File: src/rtl/reg8_rd_ctrl_if.sv
// ---------------------------------------------------------------------------
// reg8_rd_ctrl_if
//
// Purpose:
//   Groups the write-request handshake, the eight register-bank read ports
//   and the valid/ready output stream that sit around reg8_rd_ctrl.
//
// Signals:
//   wr_req        producer asks to write the shared bank input this cycle
//   wr_acc        controller accepted that write (combinational)
//   wr_en[7:0]    one-hot write enable into the register bank
//   d_in0..d_in7  current contents of the eight bank entries
//   m_data        registered head-of-FIFO data
//   m_valid       m_data holds an unconsumed entry
//   m_ready       consumer takes m_data when m_valid && m_ready
//
// Modports:
//   master  the controller's view (drives wr_acc, wr_en, m_data, m_valid)
//   slave   the surrounding bank/producer/consumer view
// ---------------------------------------------------------------------------
interface reg8_rd_ctrl_if #(
    parameter int DATA_W = 32
);
    logic              wr_req;
    logic              wr_acc;
    logic [7:0]        wr_en;
    logic [DATA_W-1:0] d_in0;
    logic [DATA_W-1:0] d_in1;
    logic [DATA_W-1:0] d_in2;
    logic [DATA_W-1:0] d_in3;
    logic [DATA_W-1:0] d_in4;
    logic [DATA_W-1:0] d_in5;
    logic [DATA_W-1:0] d_in6;
    logic [DATA_W-1:0] d_in7;
    logic [DATA_W-1:0] m_data;
    logic              m_valid;
    logic              m_ready;

    modport master (
        input  wr_req,
        input  d_in0, d_in1, d_in2, d_in3, d_in4, d_in5, d_in6, d_in7,
        input  m_ready,
        output wr_acc,
        output wr_en,
        output m_data,
        output m_valid
    );

    modport slave (
        output wr_req,
        output d_in0, d_in1, d_in2, d_in3, d_in4, d_in5, d_in6, d_in7,
        output m_ready,
        input  wr_acc,
        input  wr_en,
        input  m_data,
        input  m_valid
    );
endinterface

File: src/rtl/reg8_rd_ctrl.sv
// ---------------------------------------------------------------------------
// reg8_rd_ctrl
//
// Purpose:
//   Pointer/occupancy controller for an external 8 x DATA_W register bank
//   used as FIFO storage. Accepts writes into the bank through one-hot write
//   enables, and moves the oldest bank entry into a registered valid/ready
//   output stage whenever that stage is empty or being consumed. Total
//   capacity is nine words: eight in the bank plus one in the output stage.
//
// Ports:
//   clk           single clock, rising edge
//   reset         synchronous, active-high
//   bus           reg8_rd_ctrl_if.master (wr_req/wr_acc/wr_en, d_in0..7,
//                 m_data/m_valid/m_ready)
//   count[3:0]    entries still in the bank (not yet moved to m_data), 0..8
//   full          count == 8
//   empty         count == 0
//   ovf           sticky: a write request was refused; cleared by reset only
//   almost_full   (optional) count >= 7, forced 0 during reset
//   almost_empty  (optional) count <= 1, forced 0 during reset
//
// Configuration:
//   Define REG8_RD_ALMOST_FLAGS_EN to add the almost_full / almost_empty
//   outputs. Without it those ports are absent and nothing else changes.
// ---------------------------------------------------------------------------
module reg8_rd_ctrl #(
    parameter int DATA_W = 32,
    parameter int DEPTH  = 8,
    parameter int PTR_W  = 3
) (
    input  logic           clk,
    input  logic           reset,
    reg8_rd_ctrl_if.master bus,
    output logic [3:0]     count,
    output logic           full,
    output logic           empty,
    output logic           ovf
`ifdef REG8_RD_ALMOST_FLAGS_EN
    ,
    output logic           almost_full,
    output logic           almost_empty
`endif
);

    localparam logic [3:0] COUNT_MAX = 4'(DEPTH);

    logic [PTR_W-1:0]  wr_ptr;
    logic [PTR_W-1:0]  rd_ptr;
    logic [3:0]        count_q;
    logic [3:0]        count_next;
    logic              m_valid_q;
    logic [DATA_W-1:0] m_data_q;
    logic              ovf_q;

    logic [DATA_W-1:0] bank_out [DEPTH];
    logic              load;
    logic              wr_acc;
    logic              wr_refused;
    logic [DEPTH-1:0]  wr_en;

    // Bank outputs gathered into an array so the read side is a plain mux.
    assign bank_out[0] = bus.d_in0;
    assign bank_out[1] = bus.d_in1;
    assign bank_out[2] = bus.d_in2;
    assign bank_out[3] = bus.d_in3;
    assign bank_out[4] = bus.d_in4;
    assign bank_out[5] = bus.d_in5;
    assign bank_out[6] = bus.d_in6;
    assign bank_out[7] = bus.d_in7;

    // A load moves the oldest bank entry into the output register whenever
    // there is something in the bank and the output slot is free or being
    // consumed this cycle.
    always_comb begin
        load = (count_q != 4'd0) && (!m_valid_q || bus.m_ready);
    end

    // A write while the bank is full is still accepted when a load frees an
    // entry in the same cycle; the load reads the old word before the edge,
    // so the write can safely reuse that slot.
    always_comb begin
        wr_acc     = bus.wr_req && !reset && ((count_q < COUNT_MAX) || load);
        wr_refused = bus.wr_req && !reset && !wr_acc;
    end

    always_comb begin
        wr_en = '0;
        for (int i = 0; i < DEPTH; i++) begin
            if (wr_acc && (wr_ptr == PTR_W'(i))) begin
                wr_en[i] = 1'b1;
            end
        end
    end

    always_comb begin
        count_next = count_q;
        unique case ({wr_acc, load})
            2'b10:   count_next = count_q + 4'd1;
            2'b01:   count_next = count_q - 4'd1;
            default: count_next = count_q;
        endcase
    end

    always_ff @(posedge clk) begin
        if (reset) begin
            wr_ptr  <= '0;
            rd_ptr  <= '0;
            count_q <= 4'd0;
        end else begin
            if (wr_acc) begin
                wr_ptr <= wr_ptr + PTR_W'(1);
            end
            if (load) begin
                rd_ptr <= rd_ptr + PTR_W'(1);
            end
            count_q <= count_next;
        end
    end

    // Output stage: a load always wins over a plain consume, which keeps the
    // stream at one word per cycle while the bank has data.
    always_ff @(posedge clk) begin
        if (reset) begin
            m_valid_q <= 1'b0;
            m_data_q  <= '0;
        end else if (load) begin
            m_valid_q <= 1'b1;
            m_data_q  <= bank_out[rd_ptr];
        end else if (m_valid_q && bus.m_ready) begin
            m_valid_q <= 1'b0;
        end
    end

    always_ff @(posedge clk) begin
        if (reset) begin
            ovf_q <= 1'b0;
        end else if (wr_refused) begin
            ovf_q <= 1'b1;
        end
    end

    assign bus.wr_acc  = wr_acc;
    assign bus.wr_en   = wr_en;
    assign bus.m_data  = m_data_q;
    assign bus.m_valid = m_valid_q;

    assign count = count_q;
    assign full  = (count_q == COUNT_MAX);
    assign empty = (count_q == 4'd0);
    assign ovf   = ovf_q;

`ifdef REG8_RD_ALMOST_FLAGS_EN
    // Both flags are held low while reset is asserted, even though the
    // count register only clears at the next edge.
    assign almost_full  = !reset && (count_q >= (COUNT_MAX - 4'd1));
    assign almost_empty = !reset && (count_q <= 4'd1);
`endif

endmodule

File: src/flat_wrapper.sv
// flat-port wrapper written by rule: the top's interface ports become plain ports
module reg8_rd_ctrl_flat 
#(
    parameter int DATA_W = 32,
    parameter int DEPTH  = 8,
    parameter int PTR_W  = 3
)
  (clk, reset, count, full, empty, ovf, bus_wr_req, bus_d_in0, bus_d_in1, bus_d_in2, bus_d_in3, bus_d_in4, bus_d_in5, bus_d_in6, bus_d_in7, bus_m_ready, bus_wr_acc, bus_wr_en, bus_m_data, bus_m_valid);
  reg8_rd_ctrl_if #(.DATA_W(DATA_W)) bus_i ();
  input  logic clk;
  input  logic reset;
  output logic [3:0] count;
  output logic full;
  output logic empty;
  output logic ovf;
  input wire logic [$bits(bus_i.wr_req)-1:0] bus_wr_req;
  input wire logic [$bits(bus_i.d_in0)-1:0] bus_d_in0;
  input wire logic [$bits(bus_i.d_in1)-1:0] bus_d_in1;
  input wire logic [$bits(bus_i.d_in2)-1:0] bus_d_in2;
  input wire logic [$bits(bus_i.d_in3)-1:0] bus_d_in3;
  input wire logic [$bits(bus_i.d_in4)-1:0] bus_d_in4;
  input wire logic [$bits(bus_i.d_in5)-1:0] bus_d_in5;
  input wire logic [$bits(bus_i.d_in6)-1:0] bus_d_in6;
  input wire logic [$bits(bus_i.d_in7)-1:0] bus_d_in7;
  input wire logic [$bits(bus_i.m_ready)-1:0] bus_m_ready;
  output wire logic [$bits(bus_i.wr_acc)-1:0] bus_wr_acc;
  output wire logic [$bits(bus_i.wr_en)-1:0] bus_wr_en;
  output wire logic [$bits(bus_i.m_data)-1:0] bus_m_data;
  output wire logic [$bits(bus_i.m_valid)-1:0] bus_m_valid;
  assign bus_i.wr_req = bus_wr_req;
  assign bus_i.d_in0 = bus_d_in0;
  assign bus_i.d_in1 = bus_d_in1;
  assign bus_i.d_in2 = bus_d_in2;
  assign bus_i.d_in3 = bus_d_in3;
  assign bus_i.d_in4 = bus_d_in4;
  assign bus_i.d_in5 = bus_d_in5;
  assign bus_i.d_in6 = bus_d_in6;
  assign bus_i.d_in7 = bus_d_in7;
  assign bus_i.m_ready = bus_m_ready;
  assign bus_wr_acc = bus_i.wr_acc;
  assign bus_wr_en = bus_i.wr_en;
  assign bus_m_data = bus_i.m_data;
  assign bus_m_valid = bus_i.m_valid;
  reg8_rd_ctrl #(.DATA_W(DATA_W), .DEPTH(DEPTH), .PTR_W(PTR_W)) u_core (.clk(clk), .reset(reset), .bus(bus_i), .count(count), .full(full), .empty(empty), .ovf(ovf));
endmodule
File: config.mk
export PLATFORM = sky130hd
export DESIGN_NAME = reg8_rd_ctrl_flat
export DESIGN_NICKNAME = d
export VERILOG_FILES = /design/src/rtl/reg8_rd_ctrl_if.sv /design/src/rtl/reg8_rd_ctrl.sv /design/src/flat_wrapper.sv
export SDC_FILE = /design/constraint.sdc
export NUM_CORES = 1
export LEC_CHECK = 0
export ABC_CLOCK_PERIOD_IN_PS = 3300
export BUFFER_PORTS_ARGS = -buffer_cell sky130_fd_sc_hd__buf_2
export CAP_MARGIN = 20
export CORE_AREA = 2 2 121 123
export CTS_CLUSTER_SIZE = 25
export DETAILED_ROUTE_END_ITERATION = 7
export DIE_AREA = 0 0 123 125
export PLACE_DENSITY_LB_ADDON = 0.15
export SLEW_MARGIN = 20
export SYNTH_ARGS = -nofsm -noshare
export SYNTH_HDL_FRONTEND = slang
export SYNTH_SLANG_ARGS = --single-unit
File: constraint.sdc
create_clock -name clk -period 3.3 [get_ports clk]
set_clock_uncertainty 0.05 [all_clocks]
set_input_delay 0.66 -clock clk [delete_from_list [all_inputs] [get_ports clk]]
set_output_delay 0.66 -clock clk [all_outputs]
set_load 0.02 [all_outputs]
**After elaboration in Yosys (flattened, before gate mapping)**

Index checks and enable logic that the tools add are counted.

- $add $sub $neg: 4
- Order comparisons: 2
- Eq/ne operators: 10
- Multiplexer cells: 14
- Bitwise operators: 1
- Reductions and logical operators: 23

Operators with widths:

| operator | number |
|---|---|
| binary-select mux 32 bit (select 3 bit) | 1 |
| 2-to-1 mux 32 bit | 2 |
| logical AND 1 bit | 13 |
| == test 3 bit (second input constant) | 4 |
| 2-to-1 mux 1 bit | 10 |
| case mux 4 bit (2 select lines) | 1 |
| adder 3 x 1 -> 3 bit (second input constant) | 2 |
| == test 3 x 2 -> 1 bit (second input constant) | 2 |
| adder 4 x 1 -> 4 bit (second input constant) | 1 |
| == test 4 bit (second input constant) | 1 |
| greater-or-equal comparator 4 bit (second input constant) | 1 |
| logical NOT 4 bit | 1 |
| less-than comparator 4 bit (second input constant) | 1 |
| NOT 3 -> 4 bit | 1 |
| nonzero test 2 bit | 2 |
| nonzero test 4 bit | 1 |
| subtractor 4 x 1 -> 4 bit (second input constant) | 1 |
| == test 3 x 1 -> 1 bit (second input constant) | 1 |
| logical NOT 1 bit | 3 |
| logical NOT 3 bit | 1 |
| == test 2 x 1 -> 1 bit (second input constant) | 1 |
| == test 2 bit (second input constant) | 1 |
| logical OR 1 bit | 2 |

- Bits in registers: 44
- Bits of input ports: 260
- Output and inout port bits: 49
- Word-level logic and storage cells: 60

**Depth between registers and ports, before layout**

Gate-level depths: netlist of run 1.

- Depth after elaboration: 7
- Depth in mapped cells: 12
- Depth with buffers taken out: 10

**Least setup slack after synthesis of run 1**

No wires, ideal clock.

- Path kind: reg-to-reg
- From: register u_core.count_q[1] (netlist: u_core.count[1])
- To: register u_core.count_q[2] (netlist: u_core.count[2])
- Library setup time: 0.071 ns
- Arrival: 2.632 ns
- Required time: 3.179 ns
- Path slack: 0.547 ns
- Stages on the path, launching flop included: 13
- Buffers on the path: 2
- Cells stage by stage: dfxtp_1 > buf_6 > or4_4 > inv_2 > nor2_2 > buf_6 > ha_1 > xor2_1 > ha_1 > a21oi_1 > xor2_1 > or3_1 > a21oi_1

- Longest elaborated chain between the ends: 6
- Elaborated cells on any way between the ends: 11

Ends and longest elaborated chain:

| what | RTL line | RTL |
|---|---|---|
| start, declared | reg8_rd_ctrl.sv:50 | `logic [3:0] count_q;` |
| start signal, assigned | reg8_rd_ctrl.sv:117 | `count_q <= count_next;` |
| nonzero test 4 bit (*) | reg8_rd_ctrl.sv:76 | `load = (count_q != 4'd0) && (!m_valid_q \|\| bus.m_ready);` |
| logical AND 1 bit (*) | reg8_rd_ctrl.sv:76 |  |
| via u_core.load | reg8_rd_ctrl.sv:57 | `logic load;` |
| logical OR 1 bit | reg8_rd_ctrl.sv:83 | `wr_acc = bus.wr_req && !reset && ((count_q < COUNT_MAX) \|\| load);` |
| logical AND 1 bit | reg8_rd_ctrl.sv:83 |  |
| == test 2 x 1 -> 1 bit or == test 2 bit (tied branches) | reg8_rd_ctrl.sv:98 | `unique case ({wr_acc, load})` |
| case mux 4 bit (2 select lines) or nonzero test 2 bit (tied branches) | - |  |

The timed path passes the listed nets; every way through them passes the cells marked *.
A chain may end at the register's enable or synchronous reset.

**Worst setup path in the final report of run 1**

- From: register u_core.count_q[3] (netlist: u_core.count[3])
- To: register u_core.count_q[2] (netlist: u_core.count[2])

- Longest elaborated chain between the ends: 6
- Elaborated cells on any way between the ends: 9

Ends and longest elaborated chain:

| what |
|---|
| parallel branches: the longest is 6 deep, another holds less-than comparator 4 bit |

Parallel ways; which one is timed is not known.

==> out/qor.yml, run 1 <==
status: "finished clean"
layout_common_cells: "buf_2, mux4_2, dfxtp_1, nor2_1, o22ai_1"
synth_simple_gate_area_share_pct: 17.59
drt_wl_total_um: 13070
leakagePower_nw: 2.525
synth_area_leaders: "mux4_2, dfxtp_1, nor3_2"
start_kind: "flop"
placement.io_buffers: 308
insertion_delay_ns: 0.28
grt_setup_unrepaired: "false"
ir_worst_vdd_v: 0.0002635
drtPass1Iterations: 4
synth_mux_area_share_pct: 39.46
die_x_um: 123
place.detailed.hpwl_um: 10920
power_frac_comb_pct: 64.9
synth_fa_ha_area_share_pct: 3.401
ctsResizeCount: 0
placed_cells: 773
switching_share_pct: 45.23
met3WireLength_um: 847
cts_sinks: 44
syn-num-nets: 576
syn_avg_cell_area_um2: 12.02
synth_cell_type_count: 38
htreeDepth: 2
tightest_slew_ns: 0.9582
die_area_um2: 15380
pin_count: 309
initial_utilization_pct: 25.90
cp-end-kind: "flop"
fmax_mhz: 369.6
top_layer_used: "met4"
synth_top_family_by_area: "multiplexers"
yosysTopAreaCell: "mux4_2"
mostFrequentLayoutCell: "buf_2"
first_global_vias: 3873
cp_max_fo: 18
slew-limit-headroom_pct: 36.12
hold_viol_final: 0
synth-compound-area-share_pct: 7.721
cts_tree: "done"
critPathRequiredTime_ns: 3.46
final_nets: 866
num_vias: 3751
finalSetupViolCount: 0
fin_crit_ns: 2.705
ys_ff_latch: 44
synthArstFlopShare_pct: 0
drc_errors: 0
synth_edf_count: 0
rows: 44
area_growth_pct: 48.50
yosys_warnings: 0
grt_max_degree: 46
syn-cell-area_um2: 3679
post-route-period-util_pct: 81.98
synthCells: 306
cts-root-buf: "clkbuf_16"
diodes: 0
hold_class: "flop to flop"
stdcell_count: 780
fin_hold_ws_ns: 0.4274
clkPwrFrac_pct: 11.8
hold_buffers: 0
met2WireLength_um: 6809
synth-xor-area-share_pct: 1.190
ctsLongestPathBuffers: 2
drive_gt1_share_pct: 70.97
antenna_found_initial: 0
fillerInstances: 1471
cts_buffers: 5
maxSlewViolCount: 0
yosys.area.top_type_share_pct: 39.18
maxCapViolCount: 0
die_y_um: 125
dr.first_iter.drc_count: 135
power_switching_mw: 1.974
grt.overflow.total: 0
place_congestion: 0.8233
ys_seq_area_share_pct: 23.95
power.density_nw_per_um2: 798.9
path_clk_slew_ns: 0.06
power.internal_mw: 2.390
wl_per_cell_um: 16.75
wl_met1_um: 5217
crit_arrival_ns: 2.87
postCtsSetupRepairBufs: 0
p_seq_share_pct: 23.4
setup_tns_ns: 0
vias_per_cell: 4.809
grt_first_pass_wirelength_um: 19960
core_um2: 14200
synth_ff_type: "dfxtp_1"
worstSetupPathType: "flop to flop"
gr-usage-all-layers_pct: 16.55
detail-route-antenna-nets: 0
Yosys cell counts (4+ instances only):
cell / n
inv_1: 6
mux4_2: 64
o21ai_0: 4
ha_1: 10
buf_2: 8
clkbuf_1: 10
nor2_1: 39
and3_1: 6
a21oi_1: 5
nand2_1: 5
nor3_2: 31
dfxtp_1: 44
o22ai_1: 32
buf_6: 7
stage by stage:
stage	total power, mW	util (%)	cell area (µm²)	worst slack, ns
6_report	4.364	38.46	5463	0.5945
3_3_place_gp	3.891	37.39	5310	0.5492
2_1_floorplan	3.233	-	3679	0.5470
3_5_place_dp	3.931	37.39	5310	0.5150
5_1_grt	4.749	38.46	5463	0.4014
4_1_cts	4.462	38.46	5463	0.6171
layout make-up:
class                           instances  area, µm²  area share, %
Multi-Input combinational cell        224       2556          46.79
Inverter                                7      26.28         0.4810
Clock buffer                            7      152.6          2.794
Sequential cell                        44      885.9          16.22
Tap cell                              184      230.2          4.214
Timing Repair Buffer                  314       1612          29.50
layer usage:
metal,global-route usage (%),vias up
li1,-,1799
met1,20.52,1768
met2,30.22,172
met3,1.916,12
met4,4.011,0
met5,0,-
state kept, by name (all words and copies together) (netlist names):
register	cells
u_core.ovf	1
u_core.bus.m_valid	1
u_core.rd_ptr	3
u_core.count	4
u_core.wr_ptr	3
u_core.bus.m_data	32
cell families after synthesis:
| logic type | after synthesis |
|---|---|
| xor gates and xnor gates | 5 |
| AOI/OAI and AO/OA | 46 |
| adders and majority gates | 10 |
| muxes | 65 |
| and+or+nand+nor | 98 |
| DFF | 44 |
| buffers and inverters | 38 |
power by group through the flow:
stage	Combinational (mW)	Clock, mW	Sequential [mW]
finish	2.83	0.513	1.02
global route	3.12	0.558	1.07
CTS	2.90	0.538	1.03
detailed placement	2.89	0	1.04
global placement	2.87	0	1.03
floorplan	2.07	0	1.16
final timing paths:
path                                                    from                      endpoint  slack (ns)  cells past startpoint
worst max-delay path            u_core.count[3]$_SDFFE_PP0P_  u_core.count[2]$_SDFFE_PP0P_        0.59                     10
worst min-delay path                 u_core.ovf$_SDFFE_PP0P_       u_core.ovf$_SDFFE_PP0P_        0.43                      2
worst max register to register  u_core.count[3]$_SDFFE_PP0P_  u_core.count[2]$_SDFFE_PP0P_        0.59                     10
worst min register to register       u_core.ovf$_SDFFE_PP0P_       u_core.ovf$_SDFFE_PP0P_        0.43                      2
critical path, cell delays in order, from the launching register on:
cell	delay, ns
dfxtp_1	0.37
or4_4	0.61
inv_2	0.12
nor2_4	0.10
ha_1	0.30
xor2_1	0.17
ha_1	0.20
a21oi_1	0.17
xor2_1	0.10
or3_1	0.31
a21oi_1	0.14
Power figures use the tool's default switching activity.
==> run 2: changes to the inputs <==
- ABC_CLOCK_PERIOD_IN_PS: 3300 -> 2300
- clock period: 3.3 -> 2.3 ns (I/O delays scaled with it)
==> run 2 against run 1 <==
  * Non-clock buffer count increased by 13
  * Final cell count increased by 1.8%
  * Clock power grew 41%
  * First-iteration DRC count up 9.6%
  * Wire length is 1.8% higher
  * Critical endpoint is now bus_wr_en[1]
  * Largest cell class unchanged
  * Largest power group unchanged
==> out/qor.yml, run 2 (synthesis results as in run 1) <==
leakagePower_nw: 2.579
mostFrequentLayoutCell: "buf_2"
drive_gt1_share_pct: 73.11
holdPathEnd: "u_core.ovf$_SDFFE_PP0P_"
antenna_found_initial: 0
fmax_mhz: 452.9
cts-root-buf: "clkbuf_16"
die_y_um: 125
maxSlewViolCount: 0
whs_path_depth: 3
crit_chain: "buf_4 > a211o_1 > buf_4 > clkinvlp_4 > and3_1 > buf_2"
crit_arrival_ns: 1.70
hp-start: "bus_wr_req"
r2r_cells: 10
multi_input_comb_area_um2: 2586
ff2ff_setup_slack_ns: 0.10
hold_viol_final: 0
grt_setup_unrepaired: "false"
fin_crit_ns: 2.208
drtPass1Iterations: 4
finalPower_mw: 6.505
cts_buffers: 5
path_clk_slew_ns: 0.06
grt_max_degree: 46
dr.first_iter.drc_count: 148
gr-usage-all-layers_pct: 17.18
fillerInstances: 1471
r2r-start: "u_core.count[2]$_SDFFE_PP0P_"
drt_wl_total_um: 13310
tightest_slew_ns: 0.6882
cp_max_fo: 10
slew-limit-headroom_pct: 54.12
cp-end-kind: "output pin"
first_global_vias: 4120
htreeDepth: 2
hold_class: "primary input to flop"
slowest_stage: "dfxtp_4"
final_nets: 879
rows: 44
area_growth_pct: 52.31
die_x_um: 123
die_area_um2: 15380
cp.depth: 6
cpMostUsedCell: "buf_4"
grt_first_pass_wirelength_um: 20790
vias_per_cell: 4.838
critPathMaxStageDelay_ns: 0.34
crit_family: "buffers and inverters"
final_util_pct: 39.45
place.detailed.hpwl_um: 11010
largest_reg_flops: 32
critPathRequiredTime_ns: 1.79
fin_hold_ws_ns: 0.3895
grt.overflow.total: 0
worstSetupPathType: "flop to output pin"
drc_errors: 0
diodes: 0
initial_utilization_pct: 25.90
finalSetupViolCount: 0
core_um2: 14200
seqCellArea_um2: 893.4
cts_sinks: 44
ir_worst_vdd_v: 0.0005885
insertion_delay_ns: 0.28
hold_buffers: 0
start_kind: "flop"
place_congestion: 0.9295
r2r-end: "u_core.count[2]$_SDFFE_PP0P_"
num_vias: 3841
placed_cells: 785
status: "finished clean"
post-route-period-util_pct: 96.00
ctsLongestPathBuffers: 2
pin_count: 309
layout_common_cells: "buf_2, mux4_2, nor2_1, dfxtp_1, o22ai_1"
critical_path_buf_inv_count: 4
cts_tree: "done"
wl_per_cell_um: 16.76
stdcell_count: 794
power.density_nw_per_um2: 1161
maxCapViolCount: 0
placement.io_buffers: 308
detail-route-antenna-nets: 0
[run 2: changes by cell type in the layout (fill, tap and decap cells not counted), moves of 2 or more]
cell      before  now
buf_4          4   18
clkbuf_1       0    2
dfxtp_1       42   38
dfxtp_2        1    4
ha_1          10    7
ha_2           0    2
[run 2: area by class of cell]
| cell class | count | area share, % |
|---|---|---|
| multi-input combinational | 224 | 46.16 |
| timing repair buffer | 327 | 30.55 |
| sequential | 44 | 15.94 |
| tap | 184 | 4.109 |
| clock buffer | 8 | 2.613 |
| inverter | 7 | 0.6253 |
[run 2: report_power, final]
part	switching [mW]	internal (mW)
Sequential	0.174	1.12
Combinational	2.45	2.04
Clock	0.289	0.434
[run 2: through the flow]
stage          worst slack [ns]  area, µm²  TNS [ns]
4_1_cts                0.006443       5584         0
3_3_place_gp            0.04647       5438         0
6_report                0.09211       5603         0
2_1_floorplan           -0.1872       3731   -0.3622
3_5_place_dp            0.04956       5438         0
5_1_grt                0.002584       5603         0
[run 2: worst max-delay path by stage]
| stage | startpoint | endpoint |
|---|---|---|
| finish | u_core.count[3]$_SDFFE_PP0P_ | bus_wr_en[1] |
| global route | u_core.count[2]$_SDFFE_PP0P_ | u_core.count[2]$_SDFFE_PP0P_ |
| CTS | u_core.bus.m_valid$_SDFFE_PP0P_ | bus_wr_en[4] |
| detailed placement | u_core.count[3]$_SDFFE_PP0P_ | u_core.count[2]$_SDFFE_PP0P_ |
| global placement | u_core.count[3]$_SDFFE_PP0P_ | u_core.count[2]$_SDFFE_PP0P_ |
| floorplan | u_core.count[3]$_SDFFE_PP0P_ | u_core.count[2]$_SDFFE_PP0P_ |
[run 2: timing repair]
action | 4_1_cts | 5_1_grt
resized for setup | 0 | 5
buffers inserted | 0 | 1
endpoints found under the setup margin | 0 | 10
[run 2: tightest hold or removal path, delay by kind of cell]
kind,cells,cell delay (ns)
simple gates,1,0.06
compound gates,1,0.07
buf+inv,1,0.09
[run 2: routing by layer]
metal,track usage (%),part of all wire (%),routed length [µm],up-vias
li1,-,-,-,1822
met1,20.22,38,5047,1834
met2,32.04,53,7090,171
met3,3.011,7.2,954,14
met4,3.743,1.6,215,0
met5,0,0,0,-
